--- config.mk ---
export PLATFORM = sky130hd
export DESIGN_NAME = instruction_fetch
export DESIGN_NICKNAME = d
export VERILOG_FILES = /design/src/rtl/fetch_pkg.sv /design/src/rtl/fetch_fifo.sv /design/src/rtl/instruction_fetch.sv
export SDC_FILE = /design/constraint.sdc
export NUM_CORES = 1
export LEC_CHECK = 0
export ABC_AREA = 0
export CORE_MARGIN = 2
export CORE_UTILIZATION = 57
export CTS_BUF_LIST = sky130_fd_sc_hd__clkbuf_4
export CTS_CLUSTER_DIAMETER = 100
export DETAILED_ROUTE_END_ITERATION = 8
export GPL_ROUTABILITY_DRIVEN = 0
export PLACE_DENSITY = 0.82
export SETUP_SLACK_MARGIN = 0.1
export SLEW_MARGIN = 15
export SYNTH_ARGS = -nofsm -noshare
export SYNTH_HDL_FRONTEND = slang
export SYNTH_SLANG_ARGS = --single-unit
export TNS_END_PERCENT = 5
--- constraint.sdc ---
create_clock -name clk -period 4.2 [get_ports clk]
set_input_delay 0.84 -clock clk [delete_from_list [all_inputs] [get_ports clk]]
set_output_delay 0.84 -clock clk [all_outputs]
set_load 0.03 [all_outputs]
--- src/rtl/fetch_pkg.sv ---
// Shared types for the fetch stage: reset PC, FSM states and the buffered
// instruction entry carried from memory response to decoder.
package fetch_pkg;

  localparam logic [31:0] RESET_PC_DEFAULT = 32'h0200_0000;
  localparam int unsigned XLEN             = 32;

  typedef enum logic {
    FETCH = 1'b0,
    HALT  = 1'b1
  } fetch_state_t;

  typedef struct packed {
    logic [XLEN-1:0] pc;
    logic [XLEN-1:0] data;
    logic            fault;
  } fetch_entry_t;

  function automatic logic [XLEN-1:0] align_word(input logic [XLEN-1:0] addr);
    return {addr[XLEN-1:2], 2'b00};
  endfunction

endpackage

--- src/rtl/fetch_fifo.sv ---
// DEPTH-entry instruction buffer with flush, registered head and a
// next-cycle occupancy output used by the fetch request throttle.
module fetch_fifo
  import fetch_pkg::*;
#(
  parameter int unsigned DEPTH = 2
) (
  input  logic                         clk,
  input  logic                         rst_n,
  input  logic                         flush,
  input  logic                         push,
  input  fetch_entry_t                 push_entry,
  input  logic                         pop,
  output logic                         head_valid,
  output fetch_entry_t                 head_entry,
  output logic [$clog2(DEPTH+1)-1:0]   count_next_c
);

  localparam int unsigned AW = $clog2(DEPTH);
  localparam int unsigned CW = $clog2(DEPTH+1);

  fetch_entry_t  mem [DEPTH];
  logic [AW-1:0] rd_ptr, rd_ptr_n;
  logic [AW-1:0] wr_ptr, wr_ptr_n, wr_idx;
  logic [CW-1:0] cnt, cnt_n;
  logic          do_push;
  fetch_entry_t  head_n;
  fetch_entry_t  head_q;
  logic          head_valid_q;

  // Flush clears first, so a push in the flush cycle lands in an empty buffer.
  always_comb begin
    rd_ptr_n = rd_ptr;
    wr_idx   = wr_ptr;
    cnt_n    = cnt;
    do_push  = 1'b0;
    head_n   = '0;
    if (flush) begin
      rd_ptr_n = '0;
      wr_idx   = '0;
      cnt_n    = '0;
    end else if (pop && (cnt != '0)) begin
      rd_ptr_n = rd_ptr + AW'(1);
      cnt_n    = cnt - CW'(1);
    end
    if (push && (cnt_n < CW'(DEPTH))) begin
      do_push = 1'b1;
      cnt_n   = cnt_n + CW'(1);
    end
    wr_ptr_n = do_push ? (wr_idx + AW'(1)) : wr_idx;
    if (cnt_n != '0) begin
      head_n = (do_push && (wr_idx == rd_ptr_n)) ? push_entry : mem[rd_ptr_n];
    end
  end

  always_ff @(posedge clk) begin
    if (do_push) begin
      mem[wr_idx] <= push_entry;
    end
  end

  always_ff @(posedge clk or negedge rst_n) begin
    if (!rst_n) begin
      rd_ptr       <= '0;
      wr_ptr       <= '0;
      cnt          <= '0;
      head_q       <= '0;
      head_valid_q <= 1'b0;
    end else begin
      rd_ptr       <= rd_ptr_n;
      wr_ptr       <= wr_ptr_n;
      cnt          <= cnt_n;
      head_q       <= head_n;
      head_valid_q <= (cnt_n != '0);
    end
  end

  assign head_valid   = head_valid_q;
  assign head_entry   = head_q;
  assign count_next_c = cnt_n;

endmodule

--- src/rtl/instruction_fetch.sv ---
// Fetch stage: owns the PC, throttles word fetches against buffer space,
// discards stale responses after redirects and turns bus errors into faults.
module instruction_fetch
  import fetch_pkg::*;
#(
  parameter logic [31:0] RESET_PC = RESET_PC_DEFAULT,
  parameter int unsigned DEPTH    = 2
) (
  input  logic        clk,
  input  logic        rst_n,
  output logic        imem_req_valid,
  input  logic        imem_req_ready,
  output logic [31:0] imem_req_addr,
  input  logic        imem_rsp_valid,
  input  logic [31:0] imem_rsp_data,
  input  logic        imem_rsp_err,
  input  logic        redirect_valid,
  input  logic [31:0] redirect_pc,
  output logic        inst_valid,
  input  logic        inst_ready,
  output logic [31:0] instruction_code,
  output logic [31:0] inst_pc,
  output logic        inst_fault
);

  localparam int unsigned AW = $clog2(DEPTH);
  localparam int unsigned CW = $clog2(DEPTH+1);
  localparam int unsigned SW = CW + 1;

  fetch_state_t  state, state_n;
  logic [31:0]   pc, pc_n;
  logic [CW-1:0] outstanding, outstanding_n;
  logic [CW-1:0] discard, discard_n;
  logic [31:0]   shadow [DEPTH];
  logic [AW-1:0] sh_wr, sh_rd;
  logic          req_valid_q, req_valid_n;
  logic          req_acc;
  logic          rsp_keep;
  logic          redirect_misaligned;
  logic          fifo_push;
  logic          fifo_pop;
  fetch_entry_t  push_entry;
  fetch_entry_t  head;
  logic          head_valid;
  logic [CW-1:0] fifo_count_n;

  assign req_acc             = req_valid_q & imem_req_ready;
  assign redirect_misaligned = redirect_valid & (redirect_pc[1:0] != 2'b00);
  assign rsp_keep            = imem_rsp_valid & ~redirect_valid & (discard == '0) & (state == FETCH);

  // State register
  always_ff @(posedge clk or negedge rst_n) begin
    if (!rst_n) begin
      state <= FETCH;
    end else begin
      state <= state_n;
    end
  end

  // Next state: a kept error response halts; any redirect overrides.
  always_comb begin
    state_n = state;
    case (state)
      FETCH: if (rsp_keep && imem_rsp_err) state_n = HALT;
      HALT:  state_n = HALT;
      default: state_n = FETCH;
    endcase
    if (redirect_valid) begin
      state_n = redirect_misaligned ? HALT : FETCH;
    end
  end

  // Request valid for next cycle, from next-cycle occupancy of the whole loop.
  always_comb begin
    req_valid_n = (state_n == FETCH) &&
                  (({1'b0, outstanding_n} + {1'b0, fifo_count_n}) < SW'(DEPTH));
  end

  // PC, in-flight and stale-response bookkeeping.
  always_comb begin
    pc_n          = pc;
    outstanding_n = outstanding + CW'(req_acc) - CW'(imem_rsp_valid);
    discard_n     = discard;
    if (redirect_valid) begin
      pc_n      = align_word(redirect_pc);
      discard_n = outstanding_n;
    end else begin
      if (req_acc) pc_n = pc + 32'd4;
      if (imem_rsp_valid && (discard != '0)) discard_n = discard - CW'(1);
    end
  end

  // Buffer write: a misaligned redirect enqueues its own fault entry.
  always_comb begin
    fifo_push  = redirect_misaligned | rsp_keep;
    push_entry = '0;
    if (redirect_valid) begin
      push_entry.pc    = redirect_pc;
      push_entry.data  = '0;
      push_entry.fault = 1'b1;
    end else begin
      push_entry.pc    = shadow[sh_rd];
      push_entry.data  = imem_rsp_err ? '0 : imem_rsp_data;
      push_entry.fault = imem_rsp_err;
    end
  end

  assign fifo_pop = head_valid & inst_ready;

  always_ff @(posedge clk) begin
    if (req_acc) begin
      shadow[sh_wr] <= pc;
    end
  end

  always_ff @(posedge clk or negedge rst_n) begin
    if (!rst_n) begin
      pc          <= RESET_PC;
      outstanding <= '0;
      discard     <= '0;
      sh_wr       <= '0;
      sh_rd       <= '0;
      req_valid_q <= 1'b0;
    end else begin
      pc          <= pc_n;
      outstanding <= outstanding_n;
      discard     <= discard_n;
      sh_wr       <= sh_wr + AW'(req_acc);
      sh_rd       <= sh_rd + AW'(imem_rsp_valid);
      req_valid_q <= req_valid_n;
    end
  end

  fetch_fifo #(
    .DEPTH(DEPTH)
  ) u_fifo (
    .clk         (clk),
    .rst_n       (rst_n),
    .flush       (redirect_valid),
    .push        (fifo_push),
    .push_entry  (push_entry),
    .pop         (fifo_pop),
    .head_valid  (head_valid),
    .head_entry  (head),
    .count_next_c(fifo_count_n)
  );

  assign imem_req_valid   = req_valid_q;
  assign imem_req_addr    = pc;
  assign inst_valid       = head_valid;
  assign instruction_code = head.data;
  assign inst_pc          = head.pc;
  assign inst_fault       = head.fault;

endmodule
==> results.cfg <==
[synthesis]
syn_avg_cell_area_um2 = 14.2
yosys.cell_types.count = 51
synth_most_common_cell = edfxtp_1
yosysTopAreaCellShare = 0.442
synth-seq-cells = 298
yosys-top-cells-count = edfxtp_1, dfrtp_1, mux2i_1, nor2_1, a221oi_2
yosysSeqAreaShare = 0.652
yosys_warnings = 0
async_reset_ff_frac = 0.362
synthFlopType = edfxtp_1
synth_edf_count = 190
synth_top_area_cell = edfxtp_1
synth_area_um2 = 12900
syn_inst = 908
ys_top_cells_by_area = edfxtp_1, dfrtp_1, mux2i_1

[routing]
viasPerCell = 5.97
drt-total-wl_um = 30200
drcViolationCount = 0
final_antenna_net_count = 0
avgRoutedWirePerCell_um = 20.7
vias = 8718
drt_iter0_markers = 741
first_pass_iters = 5

[clocking]
cts_resized = 0
cts_buffers = 75
clock_path_buffers = 3
clkSinkCount = 298
cts.clk_slew.worst_paths_ps = 70
ctsHoldBuffers = 0
cts_tree = built
cts_root_buf = clkbuf_4
ctsHtreeMaxLevel = 3
clkLatencyLatePin_ps = 690
post_cts_buffers = 0

[placement]
hpwl_um = 19200
numPortBuffers = 167
place_area_um2 = 14900

[grt]
grt_usage = 0.254
grt_pass1_vias = 8917
grt_max_degree = 65
grt_first_pass_wirelength_um = 47200
gr-total-overflow = 0
grt_antenna_before_repair = 0

[final_layout]
layout-drive-gt1-share = 0.191
stdcell_area_um2 = 16000
syn_to_final_growth_pct = 23.8
fin_nets = 1193

[worst_setup_path]
r2r_start = discard[1]
cp-endpoint = u_fifo.head_entry[51]
crit_path_start_kind = primary input
r2r_end = u_fifo.head_entry[51]
path_class = primary input to register
required_ps = 4710
cp.arrival_ps = 3420
rrSetupSlack_ps = 1390
crit_start = imem_rsp_valid
worstPathMaxFanout = 43
end_kind = register
rr_worst_depth = 7

[power_and_ir_drop]
vdd_ir_drop_max_uv = 282
total_leakage_power_uw = 0.00639
p_per_area_nw_per_um2 = 600

[floorplanning]
dieArea_um2 = 23900
start_util = 0.575
io_pins = 170
die_h_um = 154
die_x_um = 154
row_count = 55
core_region_area_um2 = 22400

[hold_path]
hp-class = primary input to async pin

[sta]
rsz0062_at_grt = no
whs_ps = 179
finalSetupTns_ps = 0
worst_pin_slew_ps = 1090
setup_viol = 0
drv_slew = 0
max-slew-margin-rel = 0.272
skew_ps = 42.8
fmax_mhz = 343
hold_violations = 0
fin_crit_ps = 2910
fin_crit_sh = 0.694

[run]
cap_viol_max_count = 0

[run_status]
status = completed
sequential cells by signal, summed over array words and instances, names as in the netlist:
register / count
u_fifo.wr_ptr: 1
u_fifo.rd_ptr: 1
imem_req_addr: 30
state: 1
sh_rd: 1
u_fifo.cnt: 2
outstanding: 2
u_fifo.head_entry: 65
sh_wr: 1
discard: 2
shadow: 60
imem_req_valid: 1
u_fifo.head_valid: 1
u_fifo.mem: 130
final cells by class:
class | count | area (um^2)
inverter | 19 | 71.3
timing repair buffer | 191 | 1930
antenna | 1 | 2.50
clock inverter | 22 | 196
tap | 285 | 357
sequential | 298 | 8410
clock buffer | 117 | 878
fill | 1492 | 6450
multi-input combinational | 527 | 4130
through the flow:
step | instances | power [uW] | setup slack, ps | utilization
floorplan | 909 | 5880 | 417 | -
global placement | 1320 | 6890 | 708 | 0.664
detailed placement | 1320 | 6970 | 608 | 0.664
CTS | 1459 | 9630 | 1330 | 0.712
global route | 1459 | 10000 | 1180 | 0.712
finish | 1460 | 9580 | 1290 | 0.712
power by group:
group | switching (uW) | leakage (uW) | internal (uW)
logic | 1700 | 0.00267 | 1160
registers | 350 | 0.00309 | 3710
clock network | 1150 | 0.000625 | 1520
total | 3200 | 0.00639 | 6390
critical path, cell delays in order:
cell,delay (ps)
clkdlybuf4s50_1,490
nor4bb_1,210
nor2_4,740
a21o_4,640
buf_4,350
a221oi_2,100
kinds of logic after synthesis:
kind of cell | Yosys count | share of synthesized area
buf+inv | 84 | 0.0337
xor+xnor | 14 | 0.00950
compound gates | 154 | 0.115
flops | 298 | 0.652
other cells | 1 | 0.000291
simple gates | 247 | 0.101
mux | 100 | 0.0779
fa+ha+maj | 10 | 0.0103
cells in the final DEF, fill, tap and decap left out, types with 14 or more instances in the layout:
cell type	n
dfrtp_1	106
a221oi_2	59
a21oi_1	41
nor3_1	22
mux2i_1	99
edfxtp_1	190
nor2b_1	26
buf_4	18
clkinv_1	14
nor2_1	77
inv_1	18
clkdlybuf4s50_1	165
clkbuf_4	117
a211oi_1	18
and2_1	34
nand2_1	15
per-layer routing:
metal	wire, um	GRT usage	up-vias
met5	0	0	-
met2	14400	0.399	427
met1	12500	0.349	4318
met4	853	0.101	0
met3	2430	0.0572	74
li1	-	-	3899
worst min path at each step:
stage | endpoint | start | slack, ps | depth (start not counted)
2_1_floorplan | outstanding[0] | outstanding[0] | 500 | 1
3_3_place_gp | shadow[1][12] | imem_req_addr[12] | 530 | 0
3_5_place_dp | shadow[1][12] | imem_req_addr[12] | 530 | 0
4_1_cts | u_fifo.head_entry[23] | rst_n | 170 | 1
5_1_grt | u_fifo.head_entry[23] | rst_n | 200 | 1
6_report | u_fifo.head_entry[23] | rst_n | 180 | 1
(Power assumes the default switching activity.)
